`src/rtl/mem_arbiter_pkg.sv`:
```
// Shared state encoding and default bus widths for the instruction/data memory arbiter.
package mem_arbiter_pkg;

    localparam int ARB_ADDR_W = 16;
    localparam int ARB_DATA_W = 16;

    typedef enum logic [1:0] {
        ARB_IDLE  = 2'd0,
        ARB_GNT_I = 2'd1,
        ARB_GNT_D = 2'd2
    } arb_state_e;

endpackage

```
`src/rtl/arb_timer.sv`:
```
// Grant-state watchdog: clear on grant, count cycles without m_ack, flag the last allowed cycle.
module arb_timer #(
    parameter int TIMEOUT = 64
) (
    input  logic clk,
    input  logic rst,
    input  logic clr,
    input  logic inc,
    output logic expired
);

    localparam int CNT_W = (TIMEOUT > 1) ? $clog2(TIMEOUT) : 1;
    localparam logic [CNT_W-1:0] LAST = CNT_W'((TIMEOUT > 0) ? TIMEOUT - 1 : 0);

    logic [CNT_W-1:0] cnt_q, cnt_d;

    always_comb begin
        cnt_d = cnt_q;
        if (clr)
            cnt_d = '0;
        else if (inc)
            cnt_d = cnt_q + 1'b1;
    end

    always_ff @(posedge clk) begin
        if (rst)
            cnt_q <= '0;
        else
            cnt_q <= cnt_d;
    end

    // TIMEOUT of 0 disables the abort path entirely.
    assign expired = (TIMEOUT > 0) && (cnt_q == LAST);

endmodule

```
`src/rtl/mem_arbiter.sv`:
```
// Arbitrates the fetch and data ports onto one req/ack memory bus; data has priority,
// a starvation counter forces periodic fetch grants, and a watchdog aborts hung accesses.
module mem_arbiter
    import mem_arbiter_pkg::*;
#(
    parameter int ADDR_W     = ARB_ADDR_W,
    parameter int DATA_W     = ARB_DATA_W,
    parameter int STARVE_MAX = 4,
    parameter int TIMEOUT    = 64
) (
    input  logic              clk,
    input  logic              rst,
    input  logic              i_req,
    input  logic [ADDR_W-1:0] i_addr,
    output logic [DATA_W-1:0] i_rdata,
    output logic              i_ack,
    output logic              i_err,
    input  logic              d_req,
    input  logic              d_we,
    input  logic [ADDR_W-1:0] d_addr,
    input  logic [DATA_W-1:0] d_wdata,
    output logic [DATA_W-1:0] d_rdata,
    output logic              d_ack,
    output logic              d_err,
    output logic              m_req,
    output logic              m_we,
    output logic [ADDR_W-1:0] m_addr,
    output logic [DATA_W-1:0] m_wdata,
    input  logic [DATA_W-1:0] m_rdata,
    input  logic              m_ack,
    output logic              hold_req
);

    localparam int SC_W = (STARVE_MAX > 0) ? $clog2(STARVE_MAX + 1) : 1;
    localparam logic [SC_W-1:0] SC_MAX = SC_W'(STARVE_MAX);

    arb_state_e        state_q, state_d;
    logic              m_req_q, m_req_d, m_we_q, m_we_d;
    logic [ADDR_W-1:0] m_addr_q, m_addr_d;
    logic [DATA_W-1:0] m_wdata_q, m_wdata_d;
    logic [DATA_W-1:0] i_rdata_q, i_rdata_d, d_rdata_q, d_rdata_d;
    logic              i_ack_q, i_ack_d, d_ack_q, d_ack_d;
    logic              i_err_q, i_err_d, d_err_q, d_err_d;
    logic [SC_W-1:0]   starve_q, starve_d;
    logic              pick_d, timer_clr, timer_inc, expired;

    arb_timer #(.TIMEOUT(TIMEOUT)) u_timer (
        .clk     (clk),
        .rst     (rst),
        .clr     (timer_clr),
        .inc     (timer_inc),
        .expired (expired)
    );

    always_comb begin
        state_d   = state_q;
        m_req_d   = m_req_q;
        m_we_d    = m_we_q;
        m_addr_d  = m_addr_q;
        m_wdata_d = m_wdata_q;
        i_rdata_d = i_rdata_q;
        d_rdata_d = d_rdata_q;
        starve_d  = starve_q;
        i_ack_d   = 1'b0;
        d_ack_d   = 1'b0;
        i_err_d   = 1'b0;
        d_err_d   = 1'b0;
        timer_clr = 1'b0;
        timer_inc = 1'b0;
        pick_d    = d_req && !(i_req && (starve_q == SC_MAX));

        unique case (state_q)
            ARB_IDLE: begin
                if (pick_d) begin
                    state_d   = ARB_GNT_D;
                    m_req_d   = 1'b1;
                    m_we_d    = d_we;
                    m_addr_d  = d_addr;
                    m_wdata_d = d_wdata;
                    timer_clr = 1'b1;
                    // Only data grants that bypass a waiting fetch count toward starvation.
                    if (!i_req)
                        starve_d = '0;
                    else if (starve_q != SC_MAX)
                        starve_d = starve_q + 1'b1;
                end else if (i_req) begin
                    state_d   = ARB_GNT_I;
                    m_req_d   = 1'b1;
                    m_we_d    = 1'b0;
                    m_addr_d  = i_addr;
                    timer_clr = 1'b1;
                    starve_d  = '0;
                end
            end
            ARB_GNT_I, ARB_GNT_D: begin
                if (m_ack) begin
                    state_d = ARB_IDLE;
                    m_req_d = 1'b0;
                    if (state_q == ARB_GNT_I) begin
                        i_ack_d   = 1'b1;
                        i_rdata_d = m_rdata;
                    end else begin
                        d_ack_d = 1'b1;
                        if (!m_we_q)
                            d_rdata_d = m_rdata;
                    end
                end else if (expired) begin
                    state_d = ARB_IDLE;
                    m_req_d = 1'b0;
                    if (state_q == ARB_GNT_I) begin
                        i_ack_d   = 1'b1;
                        i_err_d   = 1'b1;
                        i_rdata_d = '0;
                    end else begin
                        d_ack_d   = 1'b1;
                        d_err_d   = 1'b1;
                        d_rdata_d = '0;
                    end
                end else begin
                    timer_inc = 1'b1;
                end
            end
            default: state_d = ARB_IDLE;
        endcase
    end

    always_ff @(posedge clk) begin
        if (rst) begin
            state_q   <= ARB_IDLE;
            m_req_q   <= 1'b0;
            m_we_q    <= 1'b0;
            m_addr_q  <= '0;
            m_wdata_q <= '0;
            i_rdata_q <= '0;
            d_rdata_q <= '0;
            i_ack_q   <= 1'b0;
            d_ack_q   <= 1'b0;
            i_err_q   <= 1'b0;
            d_err_q   <= 1'b0;
            starve_q  <= '0;
        end else begin
            state_q   <= state_d;
            m_req_q   <= m_req_d;
            m_we_q    <= m_we_d;
            m_addr_q  <= m_addr_d;
            m_wdata_q <= m_wdata_d;
            i_rdata_q <= i_rdata_d;
            d_rdata_q <= d_rdata_d;
            i_ack_q   <= i_ack_d;
            d_ack_q   <= d_ack_d;
            i_err_q   <= i_err_d;
            d_err_q   <= d_err_d;
            starve_q  <= starve_d;
        end
    end

    assign m_req    = m_req_q;
    assign m_we     = m_we_q;
    assign m_addr   = m_addr_q;
    assign m_wdata  = m_wdata_q;
    assign i_rdata  = i_rdata_q;
    assign d_rdata  = d_rdata_q;
    assign i_ack    = i_ack_q;
    assign d_ack    = d_ack_q;
    assign i_err    = i_err_q;
    assign d_err    = d_err_q;
    assign hold_req = (i_req & ~i_ack_q) | (d_req & ~d_ack_q);

endmodule

```
`config.mk`:
```
export PLATFORM = sky130hd
export DESIGN_NAME = mem_arbiter
export DESIGN_NICKNAME = d
export VERILOG_FILES = /design/src/rtl/mem_arbiter_pkg.sv /design/src/rtl/arb_timer.sv /design/src/rtl/mem_arbiter.sv
export SDC_FILE = /design/constraint.sdc
export NUM_CORES = 1
export LEC_CHECK = 0
export CAP_MARGIN = 10
export CORE_UTILIZATION = 44
export DETAILED_ROUTE_END_ITERATION = 7
export GPL_ROUTABILITY_DRIVEN = 0
export PLACE_DENSITY_LB_ADDON = 0.1
export SLEW_MARGIN = 20
export SYNTH_ARGS = -nofsm -noshare
export SYNTH_HDL_FRONTEND = slang
export SYNTH_SLANG_ARGS = --single-unit
```
`constraint.sdc`:
```
create_clock -name clk -period 5 [get_ports clk]
set_input_delay 0.75 -clock clk [delete_from_list [all_inputs] [get_ports clk]]
set_output_delay 0.75 -clock clk [all_outputs]
set_load 0.05 [all_outputs]
```
Word-level counts from Yosys, hierarchy flattened
Index checks and enable logic that the tools add are counted.
{ "word_totals": {"out_inout_bits": 71, "ff_bits": 81, "inputBits": 70, "word_cells": 88} }
{ "classes": {"n_addsub": 2, "muxes": 39, "bitwise": 7, "n_reduce_logical": 18, "eq_ne": 9} }
{ "op_table": {"columns": ["op", "n"], "rows": [
  ["two-way mux 16 bit", 11],
  ["two-way mux 1 bit", 18],
  ["two-way mux 3 bit", 4],
  ["inequality test 3 bit, second input constant", 3],
  ["AND reduction 3 bit", 3],
  ["two-way mux 2 bit", 4],
  ["adder 6 x 1 -> 6 bit, second input constant", 1],
  ["== test 6 bit, second input constant", 1],
  ["AND reduction 2 bit", 3],
  ["nonzero test 2 bit", 3],
  ["OR reduction 2 bit", 3],
  ["NOT 1 bit", 4],
  ["case mux 2 bit (2 select lines)", 1],
  ["AND reduction 4 bit", 1],
  ["adder 3 x 1 -> 3 bit, second input constant", 1],
  ["== test 3 bit, second input constant", 1],
  ["inequality test 3 x 2 -> 1 bit, second input constant", 1],
  ["OR reduction 3 bit", 1],
  ["bitwise AND 1 bit", 2],
  ["== test 2 x 1 -> 1 bit, second input constant", 1],
  ["== test 2 bit, second input constant", 1],
  ["logical AND 1 bit", 2],
  ["zero test 2 bit", 1],
  ["inequality test 2 bit, second input constant", 1],
  ["3 further kinds", 3]
]} }

Logic depth before layout (Yosys ltp)
{ "depth": {"word_depth": 7, "mapped_depth": 8, "ltp_nobuf": 6} }

Hierarchy
From an unflattened synthesis, not the netlist that was laid out.
{ "hier_totals": {"hier_cells": 391, "area_unflattened_um2": 3296.9} }
{ "modules_own_cells": {"columns": ["module", "n_inst", "seq_area_each_um2", "cells_per_inst", "area_per_inst_um2"], "rows": [
  ["mem_arbiter", 1, 1501.4, 362, 3035.4],
  ["arb_timer", 1, 120.1, 29, 261.5]
]} }

Worst setup path after synthesis
Ideal clock, no wire load.
{ "synth_path": {"path_kind": "input -> output", "from": "input d_req", "to": "output hold_req", "required_ns": 4.250, "arrival_time_ns": 1.748, "cell_stages": 3, "setup_slack_ns": 2.502, "path_cell_list": "buf_2 -> inv_1 -> o22ai_1"} }
{ "synth_via": {"elab_chain_cells": 2} }
{ "synth_lines": {"columns": ["item", "line", "text"], "rows": [
  ["start: declaration", "mem_arbiter.sv:18", "input logic d_req,"],
  ["bitwise AND 1 bit", "mem_arbiter.sv:167", "assign hold_req = (i_req & ~i_ack_q) | (d_req & ~d_ack_q);"],
  ["OR 1 bit", "mem_arbiter.sv:167", null],
  ["end: declaration", "mem_arbiter.sv:31", "output logic hold_req"]
]} }
No other way between the ends.

Worst setup path in the final report
{ "layout_path": {"from": "input i_req", "to": "output hold_req"} }
{ "layout_via": {"elab_chain_cells": 2} }
{ "layout_lines": {"columns": ["item", "line", "text"], "rows": [
  ["start: declaration", "mem_arbiter.sv:13", "input logic i_req,"],
  ["bitwise AND 1 bit", "mem_arbiter.sv:167", null],
  ["OR 1 bit", "mem_arbiter.sv:167", null]
]} }
No other way between the ends.

==> impl_metrics.csv <==
group,metric,value,unit
clock_network,cts_tree,"done",
power_and_ir_drop,p_switching,0.5206,mW
grt,grt_most_used_layer,"met2",
finish,area_growth,51.59,%
setup_path,cp_max_fo,6,
sta,finalClockSkew,0.01165,ns
sta,finalSetupViolCount,0,
setup_path,start_kind,"input port",
power_and_ir_drop,pwr-share-clk,30.9,%
route,ant_nets,0,
floorplanning,rows,30,
synth,synth-seq-cells,81,
floorplanning,die_area,7401,sq um
setup_path,crit_arrival,2.48,ns
power_and_ir_drop,vdd_drop_max,0.1690,mV
route,drt-initial-drc-count,125,
power_and_ir_drop,internal_power,1.127,mW
sta,rsz0062_at_grt,"no",
synth,async_flop_share,0,%
hold_path,min_path_type,"reg2reg",
grt,grt_use_met3,4.909,%
sta,final_max_slew_viol_count,0,
synth,synthFlopType,"dfxtp_1",
synth,syn_avg_cell_area,9.443,sq um
synth,synthCells,329,
route,drt_pass1_iterations,4,
sta,post-route-min-period,3.228,ns
sta,hold_viol,0,
route,drt-total-wl,8.087,mm
clock_network,cts_resized,0,
run,drv_cap,0,
clock_network,cts_hold_repair.buffers,0,
clock_network,numCtsBuffers,9,
sta,tns,0,ns
grt,grt_pass1_vias,2786,
placed_design,place_inst,543,
synth,yosysUniqueCellTypes,41,
grt,grt_usage,22.66,%
synth,yosysSeqAreaShare,52.19,%
floorplanning,io_pins,141,
clock_network,clk_latency,0.35,ns
setup_path,required,4.25,ns
placed_design,portBuffers,140,
floorplanning,die_y,86.03,um
grt,use_met1,27.57,%
finish,final_cells,559,
sta,clock.fmax,309.8,MHz
clock_network,cts_sinks,81,
sta,maxSlewHeadroom,40.89,%
grt,grt_max_degree,47,
finish,post-route-util,69.32,%
sta,min_period_over_period,64.56,%
route,vias,2882,
grt,antenna_found_initial,0,
run_status,status,"finished, final reports clean",
finish,antenna_cells,0,
synth,synth_warnings,0,
sta,worstMarginPinSlew,0.8838,ns
clock_network,path_clk_slew,0.08,ns
clock_network,cts_max_level,3,
grt,grt_pass1_wl,13.10,mm
clock_network,root_buffer,"clkbuf_8",
floorplanning,initial_core_util,45.73,%
grt,grt_use_met2,38.10,%
power_and_ir_drop,p_total,1.648,mW
setup_path,end_kind,"output port",
finish,fin_nets,533,
synth,synth-edff-count,0,
grt,grt_overflow,0,
power_and_ir_drop,switching_share,31.59,%
route,drc,0,
power_and_ir_drop,comb_power_share,26.0,%
clock_network,post_cts_buffers,0,
power_and_ir_drop,power_frac_seq,43.1,%
finish,drive_gt1_share,5.400,%
synth,synth_nets,404,
route,post_drt_wl_per_cell,14.47,um
synth,synth.cell_area,3107,sq um
sta,fin_ws,1.772,ns
placed_design,pre_cts_ws,1.782,ns
power_and_ir_drop,p_leak,1.725,nW
floorplanning,die_x,86.03,um
placed_design,place_hpwl,5.535,mm
power_and_ir_drop,p_per_area,349.9,nW/um^2
clock_network,clk_path_buf_depth,2,
route,vias_per_cell,5.156,
setup_path,critical_path_class,"in2out",
floorplanning,core,6794,sq um
==> power by group through the flow <==
| stage | combinational [mW] | sequential (mW) | clock, mW |
|---|---|---|---|
| finish | 0.429 | 0.711 | 0.509 |
| global route | 0.459 | 0.715 | 0.543 |
| CTS | 0.430 | 0.711 | 0.518 |
| detailed placement | 0.427 | 0.725 | 0 |
| global placement | 0.425 | 0.724 | 0 |
| floorplan | 0.133 | 0.864 | 0 |
==> through the flow <==
step	instance area [sq um]	hold slack, ns
floorplan	3107	0.4488
global placement	4491	0.4410
detailed placement	4491	0.4471
CTS	4701	0.4582
global route	4710	0.4739
finish	4710	0.4543
==> per-layer routing <==
layer	part of all wire [%]	wire (um)	vias up
met5	0	0	-
met4	1.8	147	0
met3	5.8	467	13
met2	49	3950	90
met1	44	3521	1336
li1	-	-	1443
==> layout make-up <==
cell class / count / area (sq um)
repair buffers: 140 / 1396
clock inverters: 6 / 82.58
flip-flops and latches: 81 / 1622
multi-input cells: 218 / 1331
inverters: 8 / 30.03
fillers: 548 / 2085
well taps: 96 / 120.1
clock buffers: 10 / 127.6
==> final timing paths <==
kind	cells after the start	startpoint	slack, ns	end
max	4	i_req	1.77	hold_req
min	2	m_wdata[13]	0.45	m_wdata[13]
max reg2reg	6	starve_q[0]	3.08	m_addr[1]
min reg2reg	2	m_wdata[13]	0.45	m_wdata[13]
==> Yosys cell counts (3+ instances only) <==
master	instances	share of area [%]
nor3_1	36	5.8
ha_1	5	2.0
dfxtp_1	81	52
buf_2	13	2.1
o22ai_1	3	0.60
inv_1	8	0.97
nor2_1	22	2.7
nand2b_1	5	1.0
nand3_1	6	0.97
nand2_1	39	4.7
a22o_1	34	9.6
a21oi_1	22	3.5
nor4_1	17	3.4
==> sequential cells by signal (all words and copies together), names as in the netlist <==
signal / cells
d_ack: 1
m_we: 1
i_ack: 1
i_rdata: 16
u_timer.cnt_q: 6
d_rdata: 16
starve_q: 3
i_err: 1
m_wdata: 16
state_q: 2
m_addr: 16
m_req: 1
d_err: 1
==> kinds of logic after synthesis <==
logic type	count (synthesis)	share of synthesized area [%]
and+or+nand+nor	136	21.14
AOI/OAI and AO/OA	74	18.57
xor gates and xnor gates	3	0.8459
adders and majority gates	5	2.014
buffers and inverters	30	5.235
DFF	81	52.20
==> critical path, stage by stage <==
cell and delay, ns:
clkdlybuf4s50_1 0.61, inv_1 0.11, o22ai_1 0.17, clkdlybuf4s50_1 0.84
==> placed cells by master, fill, tap and decap left out, drive strengths merged, types with 2 or more instances in the layout <==
| cell | instances |
|---|---|
| ha | 5 |
| and3 | 3 |
| nor4 | 17 |
| a21oi | 22 |
| dfxtp | 81 |
| o21ai | 2 |
| a31oi | 3 |
| o22ai | 3 |
| and2 | 2 |
| a22o | 34 |
| bufinv | 2 |
| clkdlybuf4s50 | 139 |
| nand3 | 6 |
| nand2b | 5 |
| a32oi | 2 |
| clkinv | 3 |
| nor3 | 37 |
| xor2 | 2 |
| a311oi | 2 |
| nand2 | 41 |
| clkbuf | 10 |
| nor2 | 22 |
| inv | 8 |
Power figures use the tool's default switching activity.
